$ cat src/rtl/alu_writeback.sv
// alu_writeback: consumer end of the ALU result interface.
// Accepts result beats through valid/ready, buffers them in a 2-entry queue,
// and commits one beat per cycle into an 8x16 register file and a 5-bit flag
// register. Provides two combinational operand read ports back to the ALU.
// Optional feature macro: ALU_WB_FORWARD_EN (read ports forward pending queue
// entries; youngest entry wins over oldest, oldest over the register file).
module alu_writeback #(
  parameter int unsigned DATA_W = 16,
  parameter int unsigned NREGS  = 8,
  parameter int unsigned ADDR_W = 3,
  parameter int unsigned QDEPTH = 2
) (
  input  logic              clk,
  input  logic              rst_n,
  input  logic              wb_valid,
  output logic              wb_ready,
  input  logic [DATA_W-1:0] alu_out,
  input  logic [ADDR_W-1:0] addr_out,
  input  logic [1:0]        alu_ot,
  input  logic              za,
  input  logic              zb,
  input  logic              eq,
  input  logic              gt,
  input  logic              lt,
  input  logic              wb_hold,
  input  logic [ADDR_W-1:0] rd_addr_a,
  input  logic [ADDR_W-1:0] rd_addr_b,
  output logic [DATA_W-1:0] op1,
  output logic [DATA_W-1:0] op2,
  output logic [4:0]        flags,
  output logic              busy,
  output logic              wb_commit
);

  localparam logic [1:0] OtNone  = 2'b11;
  localparam logic [1:0] OtLogic = 2'b10;

  // Queue storage: slot 0 is always the head, slot 1 the younger entry.
  logic [DATA_W-1:0] q_data_q [2];
  logic [ADDR_W-1:0] q_addr_q [2];
  logic [1:0]        q_ot_q   [2];
  logic [4:0]        q_flg_q  [2];
  logic [DATA_W-1:0] q_data_d [2];
  logic [ADDR_W-1:0] q_addr_d [2];
  logic [1:0]        q_ot_d   [2];
  logic [4:0]        q_flg_d  [2];
  logic [1:0]        count_q, count_d;

  logic [DATA_W-1:0] regs_q [NREGS];
  logic [4:0]        flags_q;
  logic              commit_q;

  logic              accept;
  logic              push;
  logic              pop;
  logic [4:0]        in_flags;

  assign in_flags  = {za, zb, eq, gt, lt};
  assign wb_ready  = (count_q < 2'd2);
  assign accept    = wb_valid && wb_ready;
  // Type-11 beats complete the handshake but are dropped here.
  assign push      = accept && (alu_ot != OtNone);
  assign pop       = (count_q != 2'd0) && !wb_hold;
  assign busy      = (count_q != 2'd0);
  assign flags     = flags_q;
  assign wb_commit = commit_q;

  // Queue next-state: shift on pop, append new beat behind any survivor.
  always_comb begin
    for (int i = 0; i < 2; i++) begin
      q_data_d[i] = q_data_q[i];
      q_addr_d[i] = q_addr_q[i];
      q_ot_d[i]   = q_ot_q[i];
      q_flg_d[i]  = q_flg_q[i];
    end
    count_d = count_q;
    if (pop) begin
      q_data_d[0] = q_data_q[1];
      q_addr_d[0] = q_addr_q[1];
      q_ot_d[0]   = q_ot_q[1];
      q_flg_d[0]  = q_flg_q[1];
    end
    if (push) begin
      // Slot for the new beat is the post-pop occupancy.
      if ((pop ? count_q - 2'd1 : count_q) == 2'd0) begin
        q_data_d[0] = alu_out;
        q_addr_d[0] = addr_out;
        q_ot_d[0]   = alu_ot;
        q_flg_d[0]  = in_flags;
      end else begin
        q_data_d[1] = alu_out;
        q_addr_d[1] = addr_out;
        q_ot_d[1]   = alu_ot;
        q_flg_d[1]  = in_flags;
      end
    end
    if (push && !pop) begin
      count_d = count_q + 2'd1;
    end else if (pop && !push) begin
      count_d = count_q - 2'd1;
    end
  end

  // Queue state and occupancy.
  always_ff @(posedge clk or negedge rst_n) begin
    if (!rst_n) begin
      count_q <= 2'd0;
      for (int i = 0; i < 2; i++) begin
        q_data_q[i] <= '0;
        q_addr_q[i] <= '0;
        q_ot_q[i]   <= OtNone;
        q_flg_q[i]  <= '0;
      end
    end else begin
      count_q <= count_d;
      for (int i = 0; i < 2; i++) begin
        q_data_q[i] <= q_data_d[i];
        q_addr_q[i] <= q_addr_d[i];
        q_ot_q[i]   <= q_ot_d[i];
        q_flg_q[i]  <= q_flg_d[i];
      end
    end
  end

  // Commit the head into the register file and, for logic/compare beats, the flags.
  always_ff @(posedge clk or negedge rst_n) begin
    if (!rst_n) begin
      for (int i = 0; i < NREGS; i++) begin
        regs_q[i] <= '0;
      end
      flags_q  <= '0;
      commit_q <= 1'b0;
    end else begin
      commit_q <= pop;
      if (pop) begin
        regs_q[q_addr_q[0]] <= q_data_q[0];
        if (q_ot_q[0] == OtLogic) begin
          flags_q <= q_flg_q[0];
        end
      end
    end
  end

`ifdef ALU_WB_FORWARD_EN
  logic hit_a0, hit_a1, hit_b0, hit_b1;

  assign hit_a0 = (count_q != 2'd0) && (q_ot_q[0] != OtNone) && (q_addr_q[0] == rd_addr_a);
  assign hit_a1 = (count_q == 2'd2) && (q_ot_q[1] != OtNone) && (q_addr_q[1] == rd_addr_a);
  assign hit_b0 = (count_q != 2'd0) && (q_ot_q[0] != OtNone) && (q_addr_q[0] == rd_addr_b);
  assign hit_b1 = (count_q == 2'd2) && (q_ot_q[1] != OtNone) && (q_addr_q[1] == rd_addr_b);

  // Operand reads with forwarding: youngest pending entry, then head, then regfile.
  always_comb begin
    op1 = regs_q[rd_addr_a];
    op2 = regs_q[rd_addr_b];
    if (hit_a1) begin
      op1 = q_data_q[1];
    end else if (hit_a0) begin
      op1 = q_data_q[0];
    end
    if (hit_b1) begin
      op2 = q_data_q[1];
    end else if (hit_b0) begin
      op2 = q_data_q[0];
    end
  end
`else
  // Operand reads straight from the register file; decode stalls on busy.
  always_comb begin
    op1 = regs_q[rd_addr_a];
    op2 = regs_q[rd_addr_b];
  end
`endif

endmodule

$ cat config.mk
export PLATFORM = sky130hd
export DESIGN_NAME = alu_writeback
export DESIGN_NICKNAME = d
export VERILOG_FILES = /design/src/rtl/alu_writeback.sv
export SDC_FILE = /design/constraint.sdc
export NUM_CORES = 1
export LEC_CHECK = 0
export CAP_MARGIN = 20
export CELL_PAD_IN_SITES_DETAIL_PLACEMENT = 0
export CELL_PAD_IN_SITES_GLOBAL_PLACEMENT = 1
export CORE_ASPECT_RATIO = 0.9
export CORE_MARGIN = 5
export CORE_UTILIZATION = 45
export DETAILED_ROUTE_END_ITERATION = 16
export PLACE_DENSITY = 0.87
export SYNTH_ARGS = -nofsm -noshare
export SYNTH_HDL_FRONTEND = slang
export SYNTH_SLANG_ARGS = --single-unit
$ cat constraint.sdc
create_clock -name clk -period 2.26 [get_ports clk]
set_input_delay 0.339 -clock clk [delete_from_list [all_inputs] [get_ports clk]]
set_output_delay 0.339 -clock clk [all_outputs]
set_load 0.01 [all_outputs]
==> flow_metrics.tcl, run 1 <==
set metrics [dict create \
    path_clk_slew_ns 0.07 \
    start_util_pct 45.9 \
    critical_path_class "reg2out" \
    clk_latency_ns 0.43 \
    gr-usage-all-layers_pct 18.8 \
    detail_route.vias_per_cell 5.92 \
    peakVddDrop_uv 701 \
    crit_chain "mux4_2 > mux2_2 > dlygate4sd2_1" \
    hp-class "reg2reg" \
    worst_slew_margin_rel_pct 53.6 \
    cp.required_ns 1.92 \
    clkPwrFrac_pct 20.7 \
    synth_cell_types 28 \
    syn2layout_area_growth_pct 22.8 \
    hold_end "q_data_q[14]$_DFFE_PN0P_" \
    ant_nets 0 \
    rsz0062_at_grt "no" \
    overflow 0 \
    setup_violations 0 \
    fin_nets 693 \
    hold_viol 0 \
    holdPathStages 1 \
    power_mw 15.5 \
    synthesis.instances 560 \
    status "complete, no violations" \
    critical_path.max_fanout 3 \
    yosys_register_bits 188 \
    cts_made_buffers 17 \
    skew_ns 0.0121 \
    synth_nets 597 \
    root_buffer "clkbuf_16" \
    timing.rr.start "count_q[0]$_DFFE_PN0P_" \
    fmax_ghz 0.448 \
    dr.pass1.iters 4 \
    setup_tns_ns 0 \
    ios 76 \
    diodes 0 \
    combPwrFrac_pct 37.1 \
    syn_area_per_cell_um2 16.5 \
    die_area_um2 23500 \
    fin_crit_sh_pct 98.7 \
    drive_above_1_share_pct 54.7 \
    tightest_slew_ns 0.696 \
    grt_max_degree 71 \
    grt_pass1_wl_um 34100 \
    synth_area_um2 9240 \
    grt_pass1_vias 6044 \
    cellPowerDensity_nw_per_um2 1360 \
    leakagePower_nw 4.77 \
    fp.dieW_um 161 \
    critPathBufInv 1 \
    slowest_delay_ns 0.49 \
    r2r_cells 7 \
    p_switching_mw 4.74 \
    r2r-end "q_addr_q[0]$_DFFE_PN0P_" \
    swShare_pct 30.6 \
    wl_um 21100 \
    antenna_found_initial 0 \
    cpMaxStageDelayCell "mux4_2" \
    clock_sinks 188 \
    post-dp-hpwl_um 13600 \
    tritoncts "yes" \
    drv.max_cap_violation_count 0 \
    ys_warn_count 0 \
    io_buffers 75 \
    rows 49 \
    seqPwrFrac_pct 42.3 \
    cts_buffer_depth 2 \
    path_delay_family "multiplexers" \
    h-tree-depth 4 \
    wl_per_cell_um 22.9 \
    chipHeight_um 146 \
    end_kind "primary output" \
    place.gp.congestion 0.784 \
    dr_total_vias 5468 \
    hold_start "q_data_q[14]$_DFFE_PN0P_" \
    startpoint_type "flop" \
    ys_seq_area_share_pct 51.0 \
    drt-initial-drc-count 357 \
    ff2ff_setup_slack_ns 0.16 \
    drc 0 \
    coreArea_um2 20100 \
    crit_arrival_ns 1.89 \
    drv_slew 0 \
    min_period_ns 2.23 \
    p_int_mw 10.7 \
]
## cell families after synthesis
kind of cell,share of synthesized area (%)
compound gates,0.569
mux,45.2
flops,51.0
buf+inv,1.81
simple gates,1.08
xor+xnor,0.190
fa+ha+maj,0.135
## registers in the layout, summed over array words and instances, names as in the netlist
| name | cells |
|---|---|
| count_q | 2 |
| flags | 5 |
| q_addr_q | 6 |
| q_data_q | 32 |
| q_flg_q | 10 |
| q_ot_q | 4 |
| regs_q | 128 |
| wb_commit | 1 |
## cell usage after synthesis, drive strengths merged
cell	count	share of area, %
mux2	243	30
dfrtp	184	50
mux4	64	16
clkbuf	22	0.89
buf	14	0.76
dfstp	4	1.1
inv	4	0.16
nand2	4	0.16
nand3	3	0.16
nor2	2	0.11
nor2b	2	0.14
xnor2	2	0.19
a2111oi	1	0.30
a211oi	1	0.081
a21oi	1	0.054
and3	1	0.068
and4	1	0.095
ha	1	0.14
nand4bb	1	0.12
nor3	1	0.054
nor4b	1	0.095
o21ai	1	0.054
o31ai	1	0.081
or4	1	0.081
## final cells by class
type / instances / area (um^2)
fill: 1555 / 8760
sequential: 188 / 4710
multi-input combinational: 332 / 4360
timing repair buffer: 113 / 1310
clock buffer: 17 / 425
tap: 255 / 319
clock inverter: 15 / 208
inverter: 4 / 15.0
## through the flow
stage | hold WS [ns] | std cells | util (%) | instance area (um^2) | setup WS (ns)
2_1_floorplan | 0.0434 | 560 | - | 9240 | 0.0322
3_3_place_gp | 0.388 | 886 | 52.9 | 10600 | -0.294
3_5_place_dp | 0.406 | 886 | 52.9 | 10600 | -0.307
4_1_cts | 0.483 | 921 | 56.2 | 11300 | 0.00205
5_1_grt | 0.503 | 924 | 56.4 | 11300 | 0.000267
6_report | 0.478 | 924 | 56.4 | 11300 | 0.0295
## cells in the final DEF, fill, tap and decap left out, types with 2 or more instances in the layout
| master | count |
|---|---|
| xnor2_1 | 2 |
| nand2_1 | 4 |
| bufinv_16 | 4 |
| dfrtp_1 | 184 |
| clkinvlp_4 | 2 |
| mux2_2 | 222 |
| inv_8 | 2 |
| nor2b_1 | 2 |
| dlygate4sd2_1 | 17 |
| buf_2 | 2 |
| clkinv_2 | 3 |
| inv_6 | 4 |
| clkdlybuf4s50_1 | 38 |
| clkbuf_16 | 17 |
| dfstp_2 | 4 |
| buf_4 | 15 |
| clkdlybuf4s15_1 | 16 |
| mux2_1 | 20 |
| inv_1 | 4 |
| buf_12 | 20 |
| nand3_1 | 3 |
| mux4_2 | 64 |
## how the worst max path moves through the flow
stage                                      start                endpoint  slack [ns]  depth (start not counted)
after floorplan           count_q[1]$_DFFE_PN0P_  regs_q[21]$_DFFE_PN0P_        0.03                          7
after global placement              rd_addr_b[1]                  op2[8]       -0.29                          5
after detailed placement            rd_addr_a[1]                  op1[9]       -0.31                          5
after CTS                 regs_q[27]$_DFFE_PN0P_                 op1[11]       0.002                          3
after global routing       regs_q[0]$_DFFE_PN0P_                  op1[0]      0.0003                          3
final                     regs_q[73]$_DFFE_PN0P_                  op1[9]        0.03                          3
## metal layers
layer	vias up	routed length (um)	GRT usage [%]	share of wire [%]
li1	2349	-	-	-
met1	2956	9080	24.8	43
met2	137	10500	31.1	50
met3	26	1200	4.45	5.7
met4	0	323	5.63	1.5
met5	-	0	0	0
## power by group through the flow
stage	Sequential, mW	Clock, mW	Combinational [mW]
2_1_floorplan	5.99	0	4.11
3_3_place_gp	6.32	0	5.67
3_5_place_dp	6.55	0	5.93
4_1_cts	6.49	3.26	5.74
5_1_grt	6.74	3.41	6.20
6_report	6.54	3.20	5.73
## what timing repair did
action | in CTS | in global routing
hold buffers | 1 | 0
resized for setup | 37 | 17
endpoints found under the setup margin | 32 | 16
cloned | 2 | 0
setup buffers | 0 | 3
hold endpoints to repair | 62 | 0
No activity file was read; power rests on OpenSTA's default activity.
==> run 2: changes to the inputs <==
--- a/config.mk
+++ b/config.mk
@@ -12,6 +12,7 @@
 export CORE_MARGIN = 5
 export CORE_UTILIZATION = 45
 export DETAILED_ROUTE_END_ITERATION = 16
+export GPL_TIMING_DRIVEN = 0
 export PLACE_DENSITY = 0.87
 export SYNTH_ARGS = -nofsm -noshare
 export SYNTH_HDL_FRONTEND = slang
==> run 2 against run 1 <==
  * Global-route usage grew 1.2 points
  * Sequential cell count is the same
  * Routed wire length grew 6.6%
  * Register-to-register slack lost 0.07 ns
  * Combinational power grew 2%
  * Critical path type unchanged
  * Critical endpoint is now op2[6]
==> flow_metrics.tcl, run 2 (synthesis results as in run 1) <==
set metrics [dict create \
    setup_violations 0 \
    post-dp-hpwl_um 15000 \
    path_clk_slew_ns 0.07 \
    r2r_cells 8 \
    hold_viol 0 \
    rows 49 \
    ios 76 \
    antenna_found_initial 0 \
    timing.rr.start "count_q[1]$_DFFE_PN0P_" \
    min_period_ns 2.23 \
    drc 0 \
    drv_slew 0 \
    io_buffers 71 \
    place.gp.congestion 0.784 \
    wl_per_cell_um 24.2 \
    dr_total_vias 5523 \
    die_area_um2 23500 \
    cellPowerDensity_nw_per_um2 1390 \
    place_ws_ns -0.924 \
    hp-class "in2async" \
    coreArea_um2 20100 \
    chipHeight_um 146 \
    critical_path_class "reg2out" \
    overflow 0 \
    largestRegisters "regs_q (128), q_data_q (32), q_flg_q (10)" \
    clock_sinks 188 \
    drive_above_1_share_pct 56.7 \
    gr-usage-all-layers_pct 19.9 \
    grt_pass1_wl_um 36100 \
    grt_pass1_vias 6230 \
    start_util_pct 45.9 \
    ff2ff_setup_slack_ns 0.09 \
    fp.dieW_um 161 \
    root_buffer "clkbuf_16" \
    drv.max_cap_violation_count 0 \
    h-tree-depth 4 \
    startpoint_type "flop" \
    tightest_slew_ns 0.579 \
    num-fill-cells 1550 \
    placed_area_um2 10300 \
    fmax_ghz 0.449 \
    tritoncts "yes" \
    diodes 0 \
    skew_ns 0.0117 \
    clk_latency_ns 0.43 \
    largest_register "regs_q" \
    cts_made_buffers 17 \
    fin_crit_sh_pct 98.5 \
    cts_buffer_depth 2 \
    peakVddDrop_uv 870 \
    detail_route.vias_per_cell 5.95 \
    syn2layout_area_growth_pct 21.9 \
    cp.required_ns 1.92 \
    wl_um 22500 \
    r2r-end "q_data_q[13]$_DFFE_PN0P_" \
    leakagePower_nw 4.71 \
    ant_nets 0 \
    fin_ws_ns 0.0331 \
    worst_slew_margin_rel_pct 61.4 \
    drt-initial-drc-count 376 \
    status "complete, no violations" \
    grt_max_degree 116 \
    crit_arrival_ns 1.89 \
    final_common_cell "mux2_2" \
    fin_area_um2 11300 \
    largest_reg_flops 128 \
    fin_nets 698 \
    end_kind "primary output" \
    dr.pass1.iters 4 \
    startpoint "regs_q[6]$_DFFE_PN0P_" \
    final_cell_mix "mux2_2, dfrtp_1, mux4_2, clkdlybuf4s50_1, clkdlybuf4s15_1" \
    critical_path.max_fanout 3 \
]
==> run 2: layout make-up <==
cell class / count / area [um^2] / area share [%]
repair buffers: 84 / 818 / 7.27
clock buffers: 18 / 439 / 3.90
clock inverters: 14 / 203 / 1.80
inverters: 4 / 15.0 / 0.133
plain buffers: 34 / 338 / 3.00
well taps: 255 / 319 / 2.83
flip-flops and latches: 188 / 4710 / 41.8
multi-input cells: 332 / 4420 / 39.2
==> run 2: what timing repair did <==
| action | 4_1_cts | 5_1_grt |
|---|---|---|
| resized for setup | 114 | 24 |
| setup buffers | 6 | 4 |
| gates cloned | 0 | 0 |
| endpoints found under the hold margin | 71 | 0 |
| setup endpoints to repair | 181 | 83 |
| hold buffers | 1 | 0 |
| pin swaps | 1 | 2 |
==> run 2: power breakdown <==
part | total (mW) | internal (mW) | switching [mW]
Sequential | 6.51 | 5.08 | 1.43
Combinational | 5.86 | 3.74 | 2.12
Clock | 3.26 | 1.91 | 1.35
==> run 2: worst max-delay path, stage by stage (launching register included) <==
cell	delay, ns
dfrtp_1	0.39
mux4_2	0.48
mux2_2	0.28
dlygate4sd2_1	0.30
==> run 2: worst max path at each step <==
stage / to / cells after the start / slack (ns)
6_report: op2[6] / 3 / 0.03
5_1_grt: q_addr_q[0]$_DFFE_PN0P_ / 8 / -0.01
4_1_cts: op1[4] / 3 / 0.0006
3_5_place_dp: op1[5] / 5 / -0.92
3_3_place_gp: flags[2]$_DFFE_PN0P_ / 1 / -6.23
2_1_floorplan: regs_q[21]$_DFFE_PN0P_ / 7 / 0.03
==> run 2: layer usage <==
| metal | vias up | wire, um | global-route usage [%] |
|---|---|---|---|
| met5 | - | 0 | 0 |
| li1 | 2363 | - | - |
| met2 | 163 | 11500 | 32.9 |
| met3 | 39 | 1210 | 4.42 |
| met1 | 2958 | 9480 | 27.0 |
| met4 | 0 | 373 | 5.25 |
==> run 2: through the flow <==
stage	TNS [ns]	cells	util [%]	hold WS [ns]	total power, mW
2_1_floorplan	0	560	-	0.0434	10.1
3_3_place_gp	-1237.16	886	51.1	0.461	11.8
3_5_place_dp	-82.33	888	51.3	0.346	12.3
4_1_cts	0	925	55.6	0.481	15.6
5_1_grt	-0.0135	929	56.0	0.507	16.5
6_report	0	929	56.0	0.465	15.6
